<file path="src/rtl/p_hardisc.sv">
// Shared constants and helpers for the hardisc front end.
package p_hardisc;

    // Default number of 32-bit entries in the instruction fetch buffer.
    localparam int IFB_DEPTH = 4;

    // Fetch status codes carried alongside each fetched word.
    localparam logic [2:0] FETCH_VALID = 3'b000;
    localparam logic [2:0] FETCH_INCOM = 3'b001;
    localparam logic [2:0] FETCH_BSERR = 3'b010;
    localparam logic [2:0] FETCH_UCERR = 3'b011;

    // Per-entry side information stored next to the fetched word.
    typedef struct packed {
        logic [2:0] ferr;
        logic       lpinv;
    } ifb_meta_t;

    // Packs the aligner-facing info vector {ferr, lpinv, nop}.
    function automatic logic [4:0] ifb_info(input logic [2:0] ferr, input logic lpinv, input logic nop);
        return {ferr, lpinv, nop};
    endfunction

endpackage

</file>
<file path="src/rtl/seu_ff.sv">
// Payload register with write enable; instances are labelled so the
// fault-injection flow can locate them. Contents are intentionally unreset.
module seu_ff #(
    parameter int    LEN   = 1,
    parameter string LABEL = "SEU"
) (
    input  logic           s_c_i,
    input  logic           s_we_i,
    input  logic [LEN-1:0] s_d_i,
    output logic [LEN-1:0] s_q_o
);

    logic [LEN-1:0] q_r;

    // Capture new data only when written.
    always_ff @(posedge s_c_i) begin
        if (s_we_i) begin
            q_r <= s_d_i;
        end
    end

    assign s_q_o = q_r;

    // The label only tags the instance; an unnamed instance gets no extra logic.
    if (LABEL == "") begin : g_unlabelled
    end

endmodule

</file>
<file path="src/rtl/ifb.sv">
// Instruction fetch buffer: circular queue of fetched 32-bit words with
// their status bits, presented head-first to the instruction aligner.
module ifb #(
    parameter int IFB_DEPTH = p_hardisc::IFB_DEPTH
) (
    input  logic        s_clk_i,
    input  logic        s_reset_i,
    input  logic        s_flush_i,
    input  logic        s_wr_valid_i,
    input  logic [31:0] s_wr_instr_i,
    input  logic [2:0]  s_wr_ferr_i,
    input  logic        s_wr_lpinv_i,
    input  logic [1:0]  s_wr_pred_i,
    output logic        s_full_o,
    output logic        s_afull_o,
    input  logic        s_stall_i,
    output logic [4:0]  s_info_o,
    output logic [31:0] s_instr_o,
    output logic [1:0]  s_pred_o
);

    localparam int             PW      = $clog2(IFB_DEPTH);
    localparam logic [PW-1:0]  PTR_ONE = PW'(1);
    localparam logic [PW:0]    CNT_ONE = (PW+1)'(1);
    localparam logic [PW:0]    CNT_MAX = (PW+1)'(IFB_DEPTH);
    localparam logic [PW:0]    CNT_AFL = (PW+1)'(IFB_DEPTH - 1);

    logic [PW-1:0] wr_ptr_r;
    logic [PW-1:0] rd_ptr_r;
    logic [PW:0]   count_r;

    logic          full_s;
    logic          nonempty_s;
    logic          push_s;
    logic          pop_s;

    logic [31:0]           instr_q_s [IFB_DEPTH];
    p_hardisc::ifb_meta_t  meta_q_s  [IFB_DEPTH];
    logic [1:0]            pred_q_s  [IFB_DEPTH];

    assign full_s     = (count_r == CNT_MAX);
    assign nonempty_s = (count_r != {(PW+1){1'b0}});
    // A pop in the same cycle frees the slot, so a full buffer can still accept.
    assign pop_s      = nonempty_s & ~s_stall_i & ~s_flush_i;
    assign push_s     = s_wr_valid_i & ~s_flush_i & (~full_s | pop_s);

    assign s_full_o   = full_s;
    assign s_afull_o  = (count_r >= CNT_AFL);

    // Pointer and occupancy tracking; flush clears everything at the next edge.
    always_ff @(posedge s_clk_i or posedge s_reset_i) begin
        if (s_reset_i) begin
            wr_ptr_r <= {PW{1'b0}};
            rd_ptr_r <= {PW{1'b0}};
            count_r  <= {(PW+1){1'b0}};
        end else if (s_flush_i) begin
            wr_ptr_r <= {PW{1'b0}};
            rd_ptr_r <= {PW{1'b0}};
            count_r  <= {(PW+1){1'b0}};
        end else begin
            if (push_s) begin
                wr_ptr_r <= wr_ptr_r + PTR_ONE;
            end
            if (pop_s) begin
                rd_ptr_r <= rd_ptr_r + PTR_ONE;
            end
            case ({push_s, pop_s})
                2'b10:   count_r <= count_r + CNT_ONE;
                2'b01:   count_r <= count_r - CNT_ONE;
                default: count_r <= count_r;
            endcase
        end
    end

    // Payload storage, one labelled register set per slot.
    for (genvar i = 0; i < IFB_DEPTH; i++) begin : g_slot
        logic we_s;
        assign we_s = push_s & (wr_ptr_r == PW'(i));

        seu_ff #(.LEN(32), .LABEL("IFB_INSTR")) u_instr (
            .s_c_i  (s_clk_i),
            .s_we_i (we_s),
            .s_d_i  (s_wr_instr_i),
            .s_q_o  (instr_q_s[i])
        );

        seu_ff #(.LEN(4), .LABEL("IFB_INFO")) u_info (
            .s_c_i  (s_clk_i),
            .s_we_i (we_s),
            .s_d_i  ({s_wr_ferr_i, s_wr_lpinv_i}),
            .s_q_o  (meta_q_s[i])
        );

        seu_ff #(.LEN(2), .LABEL("IFB_PRED")) u_pred (
            .s_c_i  (s_clk_i),
            .s_we_i (we_s),
            .s_d_i  (s_wr_pred_i),
            .s_q_o  (pred_q_s[i])
        );
    end

    // Present the head entry, or the empty pattern when nothing is stored.
    always_comb begin
        s_info_o  = p_hardisc::ifb_info(3'b000, 1'b0, 1'b1);
        s_instr_o = 32'h0000_0000;
        s_pred_o  = 2'b00;
        if (nonempty_s) begin
            s_info_o  = p_hardisc::ifb_info(meta_q_s[rd_ptr_r].ferr, meta_q_s[rd_ptr_r].lpinv, 1'b0);
            s_instr_o = instr_q_s[rd_ptr_r];
            s_pred_o  = pred_q_s[rd_ptr_r];
        end else begin
            s_info_o  = p_hardisc::ifb_info(3'b000, 1'b0, 1'b1);
            s_instr_o = 32'h0000_0000;
            s_pred_o  = 2'b00;
        end
    end

endmodule

</file>
<file path="config.mk">
export PLATFORM = sky130hd
export DESIGN_NAME = ifb
export DESIGN_NICKNAME = d
export VERILOG_FILES = /design/src/rtl/p_hardisc.sv /design/src/rtl/seu_ff.sv /design/src/rtl/ifb.sv
export SDC_FILE = /design/constraint.sdc
export NUM_CORES = 1
export LEC_CHECK = 0
export BUFFER_PORTS_ARGS = -buffer_cell sky130_fd_sc_hd__buf_2
export CORE_MARGIN = 2
export CORE_UTILIZATION = 61
export CTS_CLUSTER_SIZE = 10
export DETAILED_ROUTE_END_ITERATION = 10
export GPL_TIMING_DRIVEN = 0
export PLACE_DENSITY = 0.85
export SYNTH_ARGS = -nofsm -noshare
export SYNTH_HDL_FRONTEND = slang
export SYNTH_SLANG_ARGS = --single-unit
</file>
<file path="constraint.sdc">
create_clock -name s_clk_i -period 3.75 [get_ports s_clk_i]
set_input_delay 0.75 -clock s_clk_i [delete_from_list [all_inputs] [get_ports s_clk_i]]
set_output_delay 0.75 -clock s_clk_i [all_outputs]
set_load 0.005 [all_outputs]
</file>
# [Word-level counts from Yosys, hierarchy flattened]
# Index checks and enable logic that the tools add are counted.
[totals] in_bits=43 reg_bits=159 out_inout_bits=41 wordCells=63
[classes] bitwise=13 add_sub_neg=4 muxes=18 n_lt_le_gt_ge=2 n_reduce_logical=5 n_eq_ne=6
[ops] op="32-bit 2-to-1 mux" count=3
[ops] op="32-bit binary-select mux with 2-bit select" count=1
[ops] op="2-bit 2-to-1 mux" count=7
[ops] op="1-bit bitwise AND" count=8
[ops] op="4-bit binary-select mux with 2-bit select" count=1
[ops] op="4-bit 2-to-1 mux" count=2
[ops] op="2-bit equality test, second input constant" count=3
[ops] op="3-bit one-hot mux with 2 select lines" count=1
[ops] op="3-bit nonzero test" count=2
[ops] op="5-bit 2-to-1 mux" count=1
[ops] op="2-bit by 1-bit adder with 2-bit output, second input constant" count=2
[ops] op="2-bit binary-select mux with 2-bit select" count=1
[ops] op="2-bit by 1-bit equality test with 1-bit output, second input constant" count=2
[ops] op="2-bit nonzero test" count=2
[ops] op="3-bit by 1-bit adder with 3-bit output, second input constant" count=1
[ops] op="3-bit equality test, second input constant" count=1
[ops] op="3-bit by 2-bit >= comparator with 1-bit output, second input constant" count=1
[ops] op="3-bit >= comparator, second input constant" count=1
[ops] op="3-bit 2-to-1 mux" count=1
[ops] op="1-bit NOT" count=3
[ops] op="2-bit NOT with 3-bit output" count=1
[ops] op="3-bit by 1-bit subtractor with 3-bit output, second input constant" count=1
[ops] op="2-bit zero test" count=1
[ops] op="1-bit bitwise OR" count=1

# [Longest topological paths before layout]
# Gate-level depths: netlist (run 1).
[depth] depth_word=8 mapped_depth=9 mapped_depth_nobuf=7

# [By module]
# From an unflattened synthesis (run 1), not the netlist that was laid out.
[hier_totals] cells_unflattened=307 area_unflattened_um2=6332.3
[modules_own_cells] mod="seu_ff at g_slot[0].u_instr ..." instances=4 cells_per_inst=32 area_each_um2=960.9 seq_area_each_um2=960.9
[modules_own_cells] mod="ifb" instances=1 cells_per_inst=155 area_each_um2=1767.9 seq_area_each_um2=175.2
[modules_own_cells] mod="seu_ff at g_slot[0].u_info ..." instances=4 cells_per_inst=4 area_each_um2=120.1 seq_area_each_um2=120.1
[modules_own_cells] mod="seu_ff at g_slot[0].u_pred ..." instances=4 cells_per_inst=2 area_each_um2=60.1 seq_area_each_um2=60.1

# [Least setup slack after synthesis (run 1)]
# No wires, ideal clock.
[synth_path] kind="input to register" start="input port s_wr_valid_i" end="register g_slot[0].u_info.q_r[0] (enable)" path_buffers=1 setup_slack_ns=1.103 required_ns=3.351 setup_ns=0.399 arrival_ns=2.248 path_stages=5 path_cell_list="buf_4 > inv_1 > a31o_2 > nor2_1 > and2_1"
[synth_between] elab_chain_cells=3
[synth_rtl] item="start: declaration" line_no="ifb.sv:9" source="input logic s_wr_valid_i,"
[synth_rtl] item="1-bit bitwise AND (2 in series)" line_no="ifb.sv:45" source="assign push_s = s_wr_valid_i & ~s_flush_i & (~full_s | pop_s);"
[synth_rtl] item="1-bit bitwise AND" line_no="ifb.sv:78" source="assign we_s = push_s & (wr_ptr_r == PW'(i));"
[synth_rtl] item="named net g_slot[0].u_info.s_we_i" line_no="seu_ff.sv:8" source="input logic s_we_i,"
[synth_rtl] item="end signal: assignment" line_no="seu_ff.sv:18" source="q_r <= s_d_i;"
[synth_rtl] item="end: declaration" line_no="seu_ff.sv:13" source="logic [LEN-1:0] q_r;"
# The timed path passes the listed nets, and every way through them passes these cells.
# A chain may end at the register's enable or synchronous reset.

# [Worst setup path after layout (run 1)]
[layout_path] start="register count_r[0]" end="output port s_instr_o[25]"
[layout_between] elab_chain_cells=2
[layout_rtl] item="start: declaration" line_no="ifb.sv:30" source="logic [PW:0] count_r;"
[layout_rtl] item="start signal: assignment" line_no="ifb.sv:55" source="count_r <= {(PW+1){1'b0}};"
[layout_rtl] item="start signal: assignment" line_no="ifb.sv:59" source="count_r <= {(PW+1){1'b0}};"
[layout_rtl] item="start signal: assignment" line_no="ifb.sv:68" source="2'b10: count_r <= count_r + CNT_ONE;"
[layout_rtl] item="3-bit nonzero test" line_no="ifb.sv:42" source="assign nonempty_s = (count_r != {(PW+1){1'b0}});"
[layout_rtl] item="32-bit 2-to-1 mux" line_no="ifb.sv:107" source="if (nonempty_s) begin"
[layout_rtl] item="end: declaration" line_no="ifb.sv:18" source="output logic [31:0] s_instr_o,"
# Every way passes these cells.

==> results of run 1 <==
-- power groups by stage --
| stage | Clock (mW) | Combinational (mW) | Sequential [mW] |
|---|---|---|---|
| floorplan | 0 | 0.283 | 2.06 |
| global placement | 0 | 0.440 | 2.06 |
| detailed placement | 0 | 0.467 | 2.06 |
| CTS | 1.83 | 0.471 | 2.03 |
| global route | 1.90 | 0.506 | 2.03 |
| finish | 1.80 | 0.460 | 2.03 |
-- layout make-up --
class                      count  area share
buffer                        18      0.0153
clock buffer                  19      0.0554
clock inverter                13      0.0278
inverter                       6     0.00296
multi-input combinational    124       0.189
sequential                   159       0.622
tap                          136      0.0223
timing repair buffer          84      0.0651
-- stage by stage --
step / setup WS [ns] / cells / util / total power, mW / cell area, um^2
floorplan: 1.10 / 307 / - / 2.34 / 6310
global placement: 0.421 / 523 / 0.676 / 2.50 / 6880
detailed placement: 1.22 / 527 / 0.686 / 2.53 / 6980
CTS: 0.637 / 559 / 0.748 / 4.33 / 7610
global route: 0.524 / 559 / 0.748 / 4.44 / 7610
finish: 0.708 / 559 / 0.748 / 4.29 / 7610
-- path summary, 6_finish.rpt --
kind | endpoint | slack [ns] | depth (start not counted)
max | s_instr_o[25] | 0.71 | 5
min | count_r[0] | 0.15 | 2
max reg2reg | count_r[1] | 1.20 | 8
min reg2reg | wr_ptr_r[1] | 0.61 | 2
max in group asynchronous | rd_ptr_r[1] | 3.38 | 2
min in group s_clk_i | g_slot[3].u_instr.s_q_o[2] | 0.44 | 1
-- sequential cells by signal (all words and copies together), names as in the netlist --
| register | count |
|---|---|
| g_slot.u_info.s_q_o | 16 |
| g_slot.u_instr.s_q_o | 128 |
| count_r | 3 |
| g_slot.u_pred.s_q_o | 8 |
| rd_ptr_r | 2 |
| wr_ptr_r | 2 |
-- layout by cell type, fill, tap and decap left out, drive strengths merged --
master / netlist / routed
nand3b: 1 / 1
ha: 4 / 4
o21ai: 3 / 3
a2111o: 1 / 1
a22oi: 1 / 1
and2: 4 / 4
clkinvlp: 0 / 3
a22o: 1 / 1
nor4: 1 / 1
mux2i: 1 / 1
mux4: 38 / 38
fa: 1 / 1
buf: 12 / 96
and2b: 1 / 1
nor3: 3 / 3
nor2b: 39 / 39
inv: 6 / 8
or4: 1 / 1
nor2: 8 / 8
clkbuf: 6 / 25
a31o: 1 / 1
xor2: 1 / 1
nand2: 4 / 4
edfxtp: 152 / 152
o21a: 1 / 1
bufinv: 0 / 5
xnor2: 2 / 2
dfrtp: 7 / 7
a21oi: 4 / 4
a2111oi: 1 / 1
or3: 1 / 1
nor3b: 1 / 1
clkinv: 0 / 3
-- per-layer routing --
layer	up-vias	part of all wire	global-route usage
met5	-	0	0
met4	0	0.019	0.0977
met3	21	0.058	0.0581
met2	116	0.53	0.357
met1	1632	0.40	0.271
li1	1430	-	-
-- logic make-up after synthesis --
family                     Yosys count  synth area share
DFF                                159             0.751
and+or+nand+nor                     64            0.0601
muxes                               39             0.137
buffers and inverters               24            0.0220
AOI/OAI and AO/OA                   13            0.0145
adders and majority gates            5            0.0111
xor gates and xnor gates             3           0.00416
-- worst max-delay path: stages, from the launching register on --
cell and delay (ns):
dfrtp_1 0.40, buf_2 0.19, nor3_2 0.40, clkbuf_1 0.48
nor2b_1 0.14, buf_2 0.16
==> results.sh, run 1 <==
export IMPL_status="completed"
export IMPL_powerDensity_nw_per_um2=564
export IMPL_synth_seq_cells=159
export IMPL_netlist_cell_type_count=35
export IMPL_slew_headroom=0.541
export IMPL_ir_drop_v=0.000392
export IMPL_coreArea_um2=10200
export IMPL_start_kind="register"
export IMPL_synth_cells=307
export IMPL_gp_congestion=0.765
export IMPL_synth_top_cells_by_area="edfxtp_1 72%, mux4_2 14%, nor2b_1 3.9%"
export IMPL_worst_pin_slew_ns=0.688
export IMPL_crit_required_ns=3.00
export IMPL_cp_arrival_ns=2.29
export IMPL_vias=3199
export IMPL_post_route_period_util=0.811
export IMPL_setup_violations=0
export IMPL_cts_tree="yes"
export IMPL_synthArstFlopShare=0.0440
export IMPL_antenna_found_initial=0
export IMPL_drt_iter0_drc=207
export IMPL_p_leak_nw=2.68
export IMPL_hold_viol_final=0
export IMPL_ant_nets=0
export IMPL_synth_commonest_cells="152 x edfxtp_1, 39 x nor2b_1, 38 x mux4_2, 7 x dfrtp_1, 7 x nor2_1"
export IMPL_ios=84
export IMPL_drc=0
export IMPL_dieWidth_um=106
export IMPL_drv_cap=0
export IMPL_end_kind="output port"
export IMPL_initial_core_util=0.620
export IMPL_hold_buffers=0
export IMPL_h_tree_depth=4
export IMPL_syn_avg_cell_area_um2=20.6
export IMPL_fillerInstances=607
export IMPL_synth_main_ff_cell="edfxtp_1"
export IMPL_path_clk_slew_ns=0.06
export IMPL_fmax_mhz=329
export IMPL_holdWs_ns=0.148
export IMPL_place_hpwl_mm=7.17
export IMPL_synthDominantCellAreaShare=0.723
export IMPL_routed_via_density=5.72
export IMPL_grt_pass1_wl_mm=17.4
export IMPL_crit_fanout=10
export IMPL_postCtsSetupBuffers=0
export IMPL_synth_yosys_seq_area_share=0.751
export IMPL_cts_inserted_buffers=17
export IMPL_seqPwrFrac=0.472
export IMPL_first_global_vias=3360
export IMPL_nets=458
export IMPL_antenna_cells=0
export IMPL_synth_edf_count=152
export IMPL_clock_sinks=159
export IMPL_intPower_mw=3.38
export IMPL_portBuffers=80
export IMPL_grt_setup_unrepaired="no"
export IMPL_multi_input_area_um2=1440
export IMPL_firstDrtPassIters=4
export IMPL_rows=37
export IMPL_cts_resized=0
export IMPL_synth_area_leader_cell="edfxtp_1"
export IMPL_yosys_warnings=0
export IMPL_clkPwrFrac=0.421
export IMPL_overflow=0
export IMPL_seq_area_um2=4740
export IMPL_synthesis_nets=355
export IMPL_grt_max_degree=24
export IMPL_fin_crit_ns=3.04
export IMPL_critPathLaunch="count_r[0]"
export IMPL_die_area_um2=11200
export IMPL_power_switching_uw=906
export IMPL_area_growth_pct=20.7
export IMPL_drive_gt1_frac=0.404
export IMPL_routedWlPerCell_um=19.8
export IMPL_cts_root_buffer="clkbuf_8"
export IMPL_wl_mm=11.1
export IMPL_netlist_area_um2=6310
export IMPL_final_max_slew_violation_count=0
export IMPL_hold_class="in -> async"
export IMPL_criticalPathCategory="reg -> out"
export IMPL_die_h_um=106
export IMPL_p_sw_frac=0.211
export IMPL_insertion_delay_ns=0.52
export IMPL_r2r_start="count_r[0]"
export IMPL_fin_tns_setup_ns=0
export IMPL_yosysMostFrequentCell="edfxtp_1"
export IMPL_grt_use_total=0.216
export IMPL_final_setup_skew_ns=0.00994
export IMPL_clk_path_buf_depth=2
export IMPL_combPwrFrac=0.107
Note: power is estimated with default switching activity, not from simulation.
==> run 2, diff against run 1 <==
CORE_UTILIZATION = 57   (was 61)
PLACE_DENSITY = 0.8   (was 0.85)
clock period = 3.09 ns   (was 3.75 ns; I/O delays follow)
==> run 2 against run 1 <==
Effect of this change:
- non-clock buffer count increased by 1
- routed wire length increased by 2.6%
- flip-flop and latch count unchanged
- sequential power increased by 21%
- combinational power increased by 22%
- count of clock-buffer cells in the layout increased by 2
- setup slack got worse by 0.57 ns
- register-to-register slack got worse by 0.62 ns
- clock skew decreased by 0.0034 ns
- critical endpoint is now s_instr_o[27]
==> results.sh, run 2 (same netlist as run 1, synthesis figures left out) <==
export IMPL_status="completed"
export IMPL_overflow=0
export IMPL_wl_mm=11.4
export IMPL_fin_crit_ns=2.95
export IMPL_die_area_um2=11900
export IMPL_coreArea_um2=10800
export IMPL_met2_length_mm=6.09
export IMPL_worst_pin_slew_ns=0.694
export IMPL_hold_viol_final=0
export IMPL_r2r_worst_path_cells=8
export IMPL_h_tree_depth=4
export IMPL_gp_congestion=0.753
export IMPL_seqPwrFrac=0.481
export IMPL_met3_length_um=598
export IMPL_insertion_delay_ns=0.52
export IMPL_drv_cap=0
export IMPL_post_route_util=0.701
export IMPL_ios=84
export IMPL_start_kind="register"
export IMPL_ir_drop_v=0.000404
export IMPL_drt_iter0_drc=310
export IMPL_p_sw_frac=0.213
export IMPL_fin_tns_setup_ns=0
export IMPL_die_h_um=109
export IMPL_clock_sinks=159
export IMPL_final_setup_skew_ns=0.00658
export IMPL_place_hpwl_mm=6.96
export IMPL_routedWlPerCell_um=20.2
export IMPL_crit_fanout=10
export IMPL_p_leak_nw=2.68
export IMPL_ant_nets=0
export IMPL_area_growth_pct=20.4
export IMPL_drt_met1_wl_mm=4.49
export IMPL_final_max_slew_violation_count=0
export IMPL_setup_violations=0
export IMPL_nets=459
export IMPL_hold_class="in -> reg"
export IMPL_routed_via_density=5.59
export IMPL_intPower_mw=4.02
export IMPL_rows=38
export IMPL_largest_reg_flops=128
export IMPL_firstDrtPassIters=4
export IMPL_cts_inserted_buffers=17
export IMPL_path_clk_slew_ns=0.06
export IMPL_layout_commonest_cell="edfxtp_1"
export IMPL_criticalPathCategory="reg -> out"
export IMPL_crit_required_ns=2.47
export IMPL_drive_gt1_frac=0.410
export IMPL_highest_layer="met4"
export IMPL_cp_arrival_ns=2.33
export IMPL_clkPwrFrac=0.409
export IMPL_power_switching_mw=1.09
export IMPL_cts_tree="yes"
export IMPL_grt_use_total=0.208
export IMPL_combPwrFrac=0.109
export IMPL_power_mw=5.11
export IMPL_cts_root_buffer="clkbuf_8"
export IMPL_clk_path_buf_depth=2
export IMPL_grt_max_degree=26
export IMPL_holdWs_ns=0.303
export IMPL_grt_pass1_wl_mm=17.3
export IMPL_end_kind="output port"
export IMPL_layout_cells_most_common_list="152 x edfxtp_1, 86 x buf_2, 39 x nor2b_1"
export IMPL_powerDensity_nw_per_um2=672
export IMPL_antenna_found_initial=0
export IMPL_first_global_vias=3156
export IMPL_initial_core_util=0.582
export IMPL_dp_slack_ns=0.608
export IMPL_vias=3152
export IMPL_fmax_mhz=339
export IMPL_antenna_cells=0
export IMPL_setup_ws_ns=0.139
export IMPL_drc=0
export IMPL_dieWidth_um=109
export IMPL_slew_headroom=0.537
export IMPL_portBuffers=80
export IMPL_post_route_period_util=0.955
export IMPL_hold_path_cell_count=1
-- run 2: changes by cell type in the layout (fill, tap and decap cells not counted), moves of 2 or more --
cell,change
bufinv_16,-2
clkinv_2,+4
inv_6,-2
clkbuf_8,+4
clkinv_4,-2
clkbuf_1,-3
-- run 2: repair_timing --
item | 4_1_cts | 5_1_grt
hold endpoints to repair | 7 | 0
setup endpoints to repair | 0 | 1
buffers inserted | 0 | 0
hold buffers | 1 | 0
resized for setup | 0 | 2
-- run 2: metrics by stage --
stage          area [um^2]  std cells
5_1_grt               7600        564
3_5_place_dp          6980        531
4_1_cts               7590        564
6_report              7600        564
2_1_floorplan         6310        307
3_3_place_gp          6890        527
-- run 2: area by class of cell --
cell class | count | area, um^2
Inverter | 6 | 22.5
Sequential cell | 159 | 4740
Timing Repair Buffer | 85 | 498
Clock inverter | 11 | 136
Tap cell | 140 | 175
Fill cell | 680 | 3240
Clock buffer | 21 | 469
Multi-Input combinational cell | 124 | 1440
Buffer | 18 | 118
-- run 2: layer usage --
layer / global-route usage / vias to the layer above
li1: - / 1423
met1: 0.266 / 1612
met2: 0.340 / 101
met3: 0.0496 / 16
met4: 0.0967 / 0
met5: 0 / -
-- run 2: power by group through the flow --
stage / Clock (mW) / Combinational, mW / Sequential, mW
final: 2.09 / 0.559 / 2.46
after global routing: 2.20 / 0.614 / 2.46
after CTS: 2.11 / 0.571 / 2.46
after detailed placement: 0 / 0.562 / 2.50
after global placement: 0 / 0.536 / 2.50
after floorplan: 0 / 0.344 / 2.50
-- run 2: final timing paths --
kind	startpoint	end	slack [ns]
setup / recovery	count_r[0]	s_instr_o[27]	0.14
hold / removal	s_wr_instr_i[5]	g_slot[0].u_instr.s_q_o[5]	0.30
setup reg to reg	count_r[0]	count_r[1]	0.58
hold reg to reg	wr_ptr_r[1]	wr_ptr_r[1]	0.63
max in group asynchronous	s_reset_i	count_r[2]	2.31
min in group asynchronous	s_reset_i	count_r[1]	0.56
-- run 2: critical path, cell delays in order, from the launching register on --
cell and delay, ns:
dfrtp_1 0.40, buf_2 0.18, nor3_2 0.44, clkbuf_1 0.49
nor2b_1 0.15, buf_2 0.16
